$ cat src/rtl/vc_fifo_bank_if.sv
`default_nettype none
// ============================================================================
// Module   : vc_fifo_bank_if
// Purpose  : Write/read handshake, threshold and status bundle for vc_fifo_bank.
// Revision : 1.0
// ============================================================================
interface vc_fifo_bank_if #(
  parameter int BW     = 6,
  parameter int NUM_VC = 2,
  parameter int VC_W   = 1,
  parameter int PTR    = 4
);
  logic                        wr_en;
  logic [VC_W-1:0]             wr_vc;
  logic [BW-1:0]               wr_data;
  logic [NUM_VC-1:0]           rd_en;
  logic [NUM_VC*(PTR+1)-1:0]   umbral_bajo;
  logic [NUM_VC*(PTR+1)-1:0]   umbral_alto;
  logic [NUM_VC*BW-1:0]        rd_data;
  logic [NUM_VC-1:0]           rd_valid;
  logic [NUM_VC-1:0]           fifo_full;
  logic [NUM_VC-1:0]           fifo_empty;
  logic [NUM_VC-1:0]           almost_full;
  logic [NUM_VC-1:0]           almost_empty;
  logic [NUM_VC-1:0]           error_output;
  logic [NUM_VC*(PTR+1)-1:0]   fifo_count;
  logic                        wr_drop;

  modport master (
    output wr_en, wr_vc, wr_data, rd_en, umbral_bajo, umbral_alto,
    input  rd_data, rd_valid, fifo_full, fifo_empty, almost_full, almost_empty,
           error_output, fifo_count, wr_drop
  );

  modport slave (
    input  wr_en, wr_vc, wr_data, rd_en, umbral_bajo, umbral_alto,
    output rd_data, rd_valid, fifo_full, fifo_empty, almost_full, almost_empty,
           error_output, fifo_count, wr_drop
  );
endinterface
`default_nettype wire

$ cat src/rtl/vc_fifo_bank.sv
`default_nettype none
// ============================================================================
// Module   : vc_fifo_bank
// Purpose  : NUM_VC independent FIFOs behind one VC-steered write port.
// Revision : 1.0
// ============================================================================
module vc_fifo_bank #(
  parameter int BW     = 6,
  parameter int NUM_VC = 2,
  parameter int VC_W   = 1,
  parameter int DEPTH  = 16,
  parameter int PTR    = 4
) (
  input  wire logic     clk,
  input  wire logic     reset,
  vc_fifo_bank_if.slave bus
);
  localparam int            CW      = PTR + 1;
  localparam logic [CW-1:0] C_DEPTH = CW'(DEPTH);

  logic [NUM_VC-1:0] wr_hit;
  logic [NUM_VC-1:0] wr_ovf;
  logic              wr_drop_d;
  logic              wr_drop_q;

  for (genvar i = 0; i < NUM_VC; i++) begin : g_vc
    logic [BW-1:0]  mem_q [DEPTH];
    logic [PTR-1:0] wr_ptr_q, wr_ptr_d;
    logic [PTR-1:0] rd_ptr_q, rd_ptr_d;
    logic [CW-1:0]  count_q, count_d;
    logic [BW-1:0]  rd_data_q, rd_data_d;
    logic           rd_valid_q, rd_valid_d;
    logic           err_q, err_d;
    logic           full, empty, wr_acc, rd_acc;

    assign wr_hit[i] = bus.wr_en && (bus.wr_vc == VC_W'(i));
    assign wr_ovf[i] = wr_hit[i] && full && !bus.rd_en[i];

    always_comb begin
      full       = (count_q == C_DEPTH);
      empty      = (count_q == '0);
      // A read frees a slot this cycle, so a write to a full channel still lands
      wr_acc     = wr_hit[i] && (!full || bus.rd_en[i]);
      rd_acc     = bus.rd_en[i] && !empty;
      wr_ptr_d   = wr_acc ? wr_ptr_q + 1'b1 : wr_ptr_q;
      rd_ptr_d   = rd_acc ? rd_ptr_q + 1'b1 : rd_ptr_q;
      rd_data_d  = rd_acc ? mem_q[rd_ptr_q] : rd_data_q;
      rd_valid_d = rd_acc;
      err_d      = err_q || wr_ovf[i] || (bus.rd_en[i] && empty);
      case ({wr_acc, rd_acc})
        2'b10:   count_d = count_q + 1'b1;
        2'b01:   count_d = count_q - 1'b1;
        default: count_d = count_q;
      endcase
    end

    always_ff @(posedge clk or posedge reset) begin
      if (reset) begin
        wr_ptr_q   <= '0;
        rd_ptr_q   <= '0;
        count_q    <= '0;
        rd_data_q  <= '0;
        rd_valid_q <= 1'b0;
        err_q      <= 1'b0;
      end else begin
        wr_ptr_q   <= wr_ptr_d;
        rd_ptr_q   <= rd_ptr_d;
        count_q    <= count_d;
        rd_data_q  <= rd_data_d;
        rd_valid_q <= rd_valid_d;
        err_q      <= err_d;
      end
    end

    // Storage is deliberately left out of reset
    always_ff @(posedge clk) begin
      if (wr_acc) mem_q[wr_ptr_q] <= bus.wr_data;
    end

    assign bus.rd_data[i*BW +: BW]    = rd_data_q;
    assign bus.rd_valid[i]            = rd_valid_q;
    assign bus.fifo_full[i]           = full;
    assign bus.fifo_empty[i]          = empty;
    assign bus.almost_full[i]         = (count_q >= bus.umbral_alto[i*CW +: CW]);
    assign bus.almost_empty[i]        = (count_q <= bus.umbral_bajo[i*CW +: CW]);
    assign bus.error_output[i]        = err_q;
    assign bus.fifo_count[i*CW +: CW] = count_q;
  end

  // Out-of-range VC hits no channel, so it shows up as an empty hit vector
  assign wr_drop_d = bus.wr_en && (!(|wr_hit) || (|wr_ovf));

  always_ff @(posedge clk or posedge reset) begin
    if (reset) wr_drop_q <= 1'b0;
    else       wr_drop_q <= wr_drop_d;
  end

  assign bus.wr_drop = wr_drop_q;
endmodule
`default_nettype wire

$ cat src/flat_wrapper.sv
// flat-port wrapper written by rule: the top's interface ports become plain ports
module vc_fifo_bank_flat 
#(
  parameter int BW     = 6,
  parameter int NUM_VC = 2,
  parameter int VC_W   = 1,
  parameter int DEPTH  = 16,
  parameter int PTR    = 4
)
  (clk, reset, bus_wr_en, bus_wr_vc, bus_wr_data, bus_rd_en, bus_umbral_bajo, bus_umbral_alto, bus_rd_data, bus_rd_valid, bus_fifo_full, bus_fifo_empty, bus_almost_full, bus_almost_empty, bus_error_output, bus_fifo_count, bus_wr_drop);
  vc_fifo_bank_if #(.BW(BW), .NUM_VC(NUM_VC), .VC_W(VC_W), .PTR(PTR)) bus_i ();
  input  wire logic clk;
  input  wire logic reset;
  input wire logic [$bits(bus_i.wr_en)-1:0] bus_wr_en;
  input wire logic [$bits(bus_i.wr_vc)-1:0] bus_wr_vc;
  input wire logic [$bits(bus_i.wr_data)-1:0] bus_wr_data;
  input wire logic [$bits(bus_i.rd_en)-1:0] bus_rd_en;
  input wire logic [$bits(bus_i.umbral_bajo)-1:0] bus_umbral_bajo;
  input wire logic [$bits(bus_i.umbral_alto)-1:0] bus_umbral_alto;
  output wire logic [$bits(bus_i.rd_data)-1:0] bus_rd_data;
  output wire logic [$bits(bus_i.rd_valid)-1:0] bus_rd_valid;
  output wire logic [$bits(bus_i.fifo_full)-1:0] bus_fifo_full;
  output wire logic [$bits(bus_i.fifo_empty)-1:0] bus_fifo_empty;
  output wire logic [$bits(bus_i.almost_full)-1:0] bus_almost_full;
  output wire logic [$bits(bus_i.almost_empty)-1:0] bus_almost_empty;
  output wire logic [$bits(bus_i.error_output)-1:0] bus_error_output;
  output wire logic [$bits(bus_i.fifo_count)-1:0] bus_fifo_count;
  output wire logic [$bits(bus_i.wr_drop)-1:0] bus_wr_drop;
  assign bus_i.wr_en = bus_wr_en;
  assign bus_i.wr_vc = bus_wr_vc;
  assign bus_i.wr_data = bus_wr_data;
  assign bus_i.rd_en = bus_rd_en;
  assign bus_i.umbral_bajo = bus_umbral_bajo;
  assign bus_i.umbral_alto = bus_umbral_alto;
  assign bus_rd_data = bus_i.rd_data;
  assign bus_rd_valid = bus_i.rd_valid;
  assign bus_fifo_full = bus_i.fifo_full;
  assign bus_fifo_empty = bus_i.fifo_empty;
  assign bus_almost_full = bus_i.almost_full;
  assign bus_almost_empty = bus_i.almost_empty;
  assign bus_error_output = bus_i.error_output;
  assign bus_fifo_count = bus_i.fifo_count;
  assign bus_wr_drop = bus_i.wr_drop;
  vc_fifo_bank #(.BW(BW), .NUM_VC(NUM_VC), .VC_W(VC_W), .DEPTH(DEPTH), .PTR(PTR)) u_core (.clk(clk), .reset(reset), .bus(bus_i));
endmodule
$ cat config.mk
export PLATFORM = sky130hd
export DESIGN_NAME = vc_fifo_bank_flat
export DESIGN_NICKNAME = d
export VERILOG_FILES = /design/src/rtl/vc_fifo_bank_if.sv /design/src/rtl/vc_fifo_bank.sv /design/src/flat_wrapper.sv
export SDC_FILE = /design/constraint.sdc
export NUM_CORES = 1
export LEC_CHECK = 0
export CAP_MARGIN = 15
export CORE_MARGIN = 3
export CORE_UTILIZATION = 41
export DETAILED_ROUTE_END_ITERATION = 6
export PLACE_DENSITY_LB_ADDON = 0.1
export SLEW_MARGIN = 20
export SYNTH_ARGS = -nofsm -noshare
export SYNTH_HDL_FRONTEND = slang
export SYNTH_SLANG_ARGS = --single-unit
$ cat constraint.sdc
create_clock -name clk -period 2.69 [get_ports clk]
set_clock_uncertainty 0.05 [all_clocks]
set_input_delay 0.538 -clock clk [delete_from_list [all_inputs] [get_ports clk]]
set_output_delay 0.538 -clock clk [all_outputs]
set_load 0.02 [all_outputs]
# ---- Word-level counts from Yosys, hierarchy flattened
# Memory sizes are Yosys's and may differ from the RTL's. A register that Yosys moved wholly into a read port is not among the register bits.
# Cells that the tools add are included.
dict set report totals {
  romBits 0
  word_cells 71
  n_memories 2
  input_bits 32
  latchBits 0
  output_inout_bits 35
  reg_bits 31
  mem_bits_rw 192
}
# memory depth word_bits read_ports rd_clocked_by_memory_dff write_ports line
set mem_list {}
lappend mem_list {{u_core.g_vc[0].mem_q} 16 6 1 1 1 vc_fifo_bank.sv:27} ;# logic [BW-1:0] mem_q [DEPTH];
lappend mem_list {{u_core.g_vc[1].mem_q} 16 6 1 1 1 vc_fifo_bank.sv:27}
dict set report classes {
  eq_ne 6
  div 0
  mux 6
  addsub 8
  n_reduce_logical 33
  bitwise 1
  shift 0
  order_cmp 4
  multipliers 0
}
# cell count
set op_table {}
lappend op_table {{$pmux 5 s2} 2}
lappend op_table {{$add 4x1->4 const B} 4}
lappend op_table {{$logic_and 1x1->1} 13}
lappend op_table {{$add 5x1->5 const B} 2}
lappend op_table {{$eq 5x5->1 const B} 2}
lappend op_table {{$ge 5x5->1} 2}
lappend op_table {{$le 5x5->1} 2}
lappend op_table {{$logic_not 5->1} 2}
lappend op_table {{$sub 5x1->5 const B} 2}
lappend op_table {{$logic_not 1->1} 7}
lappend op_table {{$logic_or 1x1->1} 7}
lappend op_table {{$eq 2x1->1 const B} 2}
lappend op_table {{$eq 2x2->1 const B} 2}
lappend op_table {{$mux 1} 4}
lappend op_table {{$reduce_bool 2->1} 2}
lappend op_table {{$reduce_or 2->1} 2}
lappend op_table {{$not 1->1} 1}

# ---- Longest topological paths before layout
dict set report depth {
  ltp_word 7
  depth_mapped 14
}

# ---- Worst setup path after synthesis
# No wires, ideal clock.
dict set report synth_path {
  path_type {flip-flop to flip-flop}
  from {register u_core.g_vc[0].count_q[1]}
  to {register u_core.g_vc[0].count_q[4]}
  slack_ns -0.372
  synth_period_minus_slack_ns 3.062
  required_time_ns 2.505
  setup_ns 0.135
  path_buffers 2
  arrival_time_ns 2.877
  path_stages_with_launch 13
  path_cell_list {dfrtp_1 buf_6 or4_4 o21ai_4 inv_2 ha_1 clkbuf_1 xor2_1 ha_1 o211a_1 o31ai_1 a31oi_1 xor2_1}
}
# element line
set synth_rtl {}
lappend synth_rtl {{start: declaration} vc_fifo_bank.sv:30} ;# logic [CW-1:0] count_q, count_d;
lappend synth_rtl {{start signal: assignment} vc_fifo_bank.sv:68} ;# count_q <= count_d;
lappend synth_rtl {{$logic_not 5->1 *} vc_fifo_bank.sv:41} ;# empty = (count_q == '0);
lappend synth_rtl {{$logic_not 1->1 *} vc_fifo_bank.sv:44} ;# rd_acc = bus.rd_en[i] && !empty;
lappend synth_rtl {{$logic_and 1x1->1 *} vc_fifo_bank.sv:44}
lappend synth_rtl {{named net u_core.g_vc[0].rd_acc} vc_fifo_bank.sv:34} ;# logic full, empty, wr_acc, rd_acc;
lappend synth_rtl {{$eq 2x1->1 / $eq 2x2->1 (equally long branches)} vc_fifo_bank.sv:50} ;# case ({wr_acc, rd_acc})
lappend synth_rtl {{$pmux 5 s2 / $reduce_bool 2->1 (equally long branches)} --}
# Mark *: on every way through the listed nets, which the timed path passes. The rest lies on a longest branch.
# A chain may end at the register's enable or synchronous reset.

# ---- Final worst setup path
dict set report layout_path {
  from {register u_core.g_vc[0].count_q[1]}
  to {output bus_almost_empty[0]}
}
dict set report layout_via {
  elab_chain_len 1
}
# element line
set layout_lines {}
lappend layout_lines {{$le 5x5->1} vc_fifo_bank.sv:85} ;# assign bus.almost_empty[i] = (count_q <= bus.umbral_bajo[i*CW +: CW]);
lappend layout_lines {{end: declaration} flat_wrapper.sv:25} ;# output wire logic [$bits(bus_i.almost_empty)-1:0] bus_almost_empty;
# Every way passes these cells.

==> impl_metrics.ini <==
[pwr]
p_sw_mw = 4.133
leakage_nw = 4.829
seq_power_share_pct = 37.4
internal-power_mw = 8.894
powerDensity_nw_per_um2 = 995.0
comb_power_share_pct = 36.6
power.switching_fraction_pct = 31.72
clkPwrFrac_pct = 25.9
ir_drop_mv = 0.5198

[worst_setup_path]
ff2ff_setup_slack_ns = -0.01
worstPathRequired_ns = 2.10
crit_path_end_kind = primary output
critPathKind = register to primary output
crit_buf_inv = 2
crit_family = compound AO/OA/AOI/OAI gates
crit_fanout = 2
cpMostUsedCell = o21a_1
cp-start-kind = register
worstPathCellList = buf_12, ha_4, nor2b_1, o21a_1, o21a_1, o21a_1, o22ai_1, buf_4
crit_arrival_ns = 2.18
cp_slowest_cell = dfrtp_2
max_stage_delay_ns = 0.44

[job]
cap_violations = 0

[logic_synthesis]
yosys_warnings = 0
yosysSeqAreaShare_pct = 66.66
yosysTopAreaCell = edfxtp_1
ys_ff_latch = 235
synth.net_count = 675
synth-main-ff-cell = edfxtp_1
syn_area_sq_um = 10260
synth-async-reset-ratio_pct = 18.30
synth_cell_types = 46
synth_top_area_share_pct = 56.17
synth_area_leaders = edfxtp_1, mux4_2, dfrtp_1, ha_1, mux2i_1
syn_avg_cell_area_sq_um = 16.96
synth_cells = 605
synth_edf_count = 192

[floorplan]
die_w_um = 164.2
ioPinCount = 67
die_h_um = 164.2
design.die.area_sq_um = 26970
design.core.area_sq_um = 24460
std_cell_rows = 57
start_util_pct = 41.96

[detailed_routing]
avgViaCountPerCell = 5.134
first_iter_violations = 333
wire_per_inst_um = 19.27
antenna_left = 0
vias = 5653
wirelength_um = 21210
drc = 0
dr.pass1.iters = 6

[clock_network]
clkTransAtPathRegs_ns = 0.06
cts_num_sinks = 235
htreeDepth = 1
cts_hold_buf = 0
clk_latency_ns = 0.52
numCtsBuffers = 26
cts_tree = yes
clock_path_buffers = 3
clock-root-buffer = clkbuf_16

[global_routing]
grt-ovfl-total = 0
grt_pass1_wl_um = 32980
track_usage_pct = 15.86
grt_max_degree = 33
grt_pass1_vias = 5872
antenna_found_initial = 0

[timing]
setup_viol = 3
fin_crit_ns = 2.773
max-slew-margin-rel_pct = 42.93
finalHoldViolCount = 0
worst_slack_ns = -0.08285
min_period_over_period_pct = 103.1
rsz0062_at_grt = true
fmaxAchievable_mhz = 360.6
worst_pin_slew_ns = 0.8560
final_max_slew_viol_count = 0

[place]
dpl-instance-area_sq_um = 12020
dp_slack_ns = -0.5799
port_buffers = 66
hpwlAfterDp_um = 13930
place_congestion = 0.7748

[final_layout]
syn_to_final_growth_pct = 27.56
fillCellCount = 1978
design_area_sq_um = 13090
diodes = 0
fin_nets = 827
drive_above_1_share_pct = 30.12

[run_status]
outcome = finished, violations left
failed_checks = negative setup slack

[worst_hold_path]
hp-class = primary input to asynchronous set/reset pin
-- power by group through the flow --
| stage | combinational (mW) | sequential [mW] | clock [mW] |
|---|---|---|---|
| 4_1_cts | 4.64 | 4.87 | 3.48 |
| 5_1_grt | 5.19 | 4.94 | 3.63 |
| 6_report | 4.77 | 4.88 | 3.38 |
| 3_3_place_gp | 4.47 | 4.90 | 0 |
| 2_1_floorplan | 2.91 | 4.94 | 0 |
| 3_5_place_dp | 4.56 | 4.93 | 0 |
-- through the flow --
stage / hold slack, ns / setup TNS, ns / util [%] / instances / power, mW
after floorplan: 0.3789 / -0.5461 / - / 605 / 7.844
after global placement: 0.3955 / -1.771 / 49.12 / 1040 / 9.369
after detailed placement: 0.4214 / -2.383 / 49.12 / 1040 / 9.491
after CTS: 0.3397 / -0.3653 / 52.68 / 1091 / 12.98
after global routing: 0.3724 / -0.4712 / 53.52 / 1101 / 13.76
final: 0.3423 / -0.1038 / 53.52 / 1101 / 13.03
-- placed cells by master (no fill, tap or decap), drive strengths merged, types with 3 or more instances in the layout --
| master | n |
|---|---|
| edfxtp | 192 |
| buf | 98 |
| clkdlybuf4s50 | 56 |
| mux4 | 48 |
| dfrtp | 43 |
| ha | 38 |
| nand2 | 36 |
| and2 | 35 |
| clkbuf | 33 |
| inv | 31 |
| mux2i | 26 |
| o21ai | 13 |
| xnor2 | 12 |
| o221ai | 12 |
| clkinv | 11 |
| xor2 | 10 |
| nor2 | 8 |
| a21oi | 8 |
| o21a | 6 |
| nor3b | 5 |
| nand4 | 5 |
| o22ai | 4 |
| nor2b | 4 |
| nand2b | 4 |
| a21o | 3 |
| nand3 | 3 |
| dlygate4sd2 | 3 |
| and3 | 3 |
-- layer usage --
| metal | wire [um] | vias up | track usage (%) |
|---|---|---|---|
| met1 | 9298 | 2869 | 21.51 |
| met5 | 0 | - | 0 |
| met2 | 10480 | 135 | 27.15 |
| met4 | 308 | 0 | 3.268 |
| li1 | - | 2618 | - |
| met3 | 1125 | 31 | 2.623 |
-- path summary, 6_finish.rpt --
kind | start | end | depth (start not counted)
max | u_core.g_vc[0].count_q[1] | bus_almost_empty[0] | 8
min | reset | u_core.g_vc[0].wr_ptr_q[3] | 2
max reg2reg | u_core.g_vc[0].count_q[1] | u_core.g_vc[0].count_q[4] | 11
min reg2reg | u_core.g_vc[1].err_q | u_core.g_vc[1].err_q | 1
max in group asynchronous | reset | u_core.g_vc[1].count_q[2] | 3
min in group clk | u_core.g_vc[1].err_q | u_core.g_vc[1].err_q | 1
-- final cells by class --
class                      instances  area, sq um  share of cell area [%]
tap                              324        405.4                   3.096
sequential                       235         6849                   52.31
clock buffer                      33        698.2                   5.333
inverter                          30        115.1                  0.8792
multi-input combinational        304         3252                   24.84
timing repair buffer             160         1650                   12.61
clock inverter                    15        122.6                  0.9365
-- synthesized netlist by cell type, types with 9 or more instances --
library cell / n
buf_2: 9
inv_1: 26
xor2_1: 10
mux4_2: 48
xnor2_1: 12
clkbuf_1: 10
and2_1: 35
buf_4: 11
edfxtp_1: 192
nand2_1: 35
ha_1: 38
mux2i_1: 26
dfrtp_1: 43
-- state kept, by name, summed over array words and instances (netlist names) --
register and cells:
u_core.bus.wr_drop 1, u_core.g_vc.count_q 10, u_core.g_vc.err_q 2, u_core.g_vc.mem_q 192
u_core.g_vc.rd_data_q 12, u_core.g_vc.rd_ptr_q 8, u_core.g_vc.rd_valid_q 2, u_core.g_vc.wr_ptr_q 8
-- cells by family (layout without fill, tap and decap cells) --
group                      after synthesis  after routing  synth area share [%]
xor gates and xnor gates                22             22                 1.877
AOI/OAI and AO/OA                       55             55                 4.218
DFF                                    235            235                 66.66
muxes                                   76             76                 13.29
buffers and inverters                   66            238                 3.291
and+or+nand+nor                        113            113                 6.034
adders and majority gates               38             38                 4.632
-- repair_timing --
item	4_1_cts	5_1_grt
gates resized for setup	28	28
setup endpoints to repair	9	8
pin swaps	2	13
buffers inserted	3	10
Note: power is estimated with default switching activity, not from simulation.
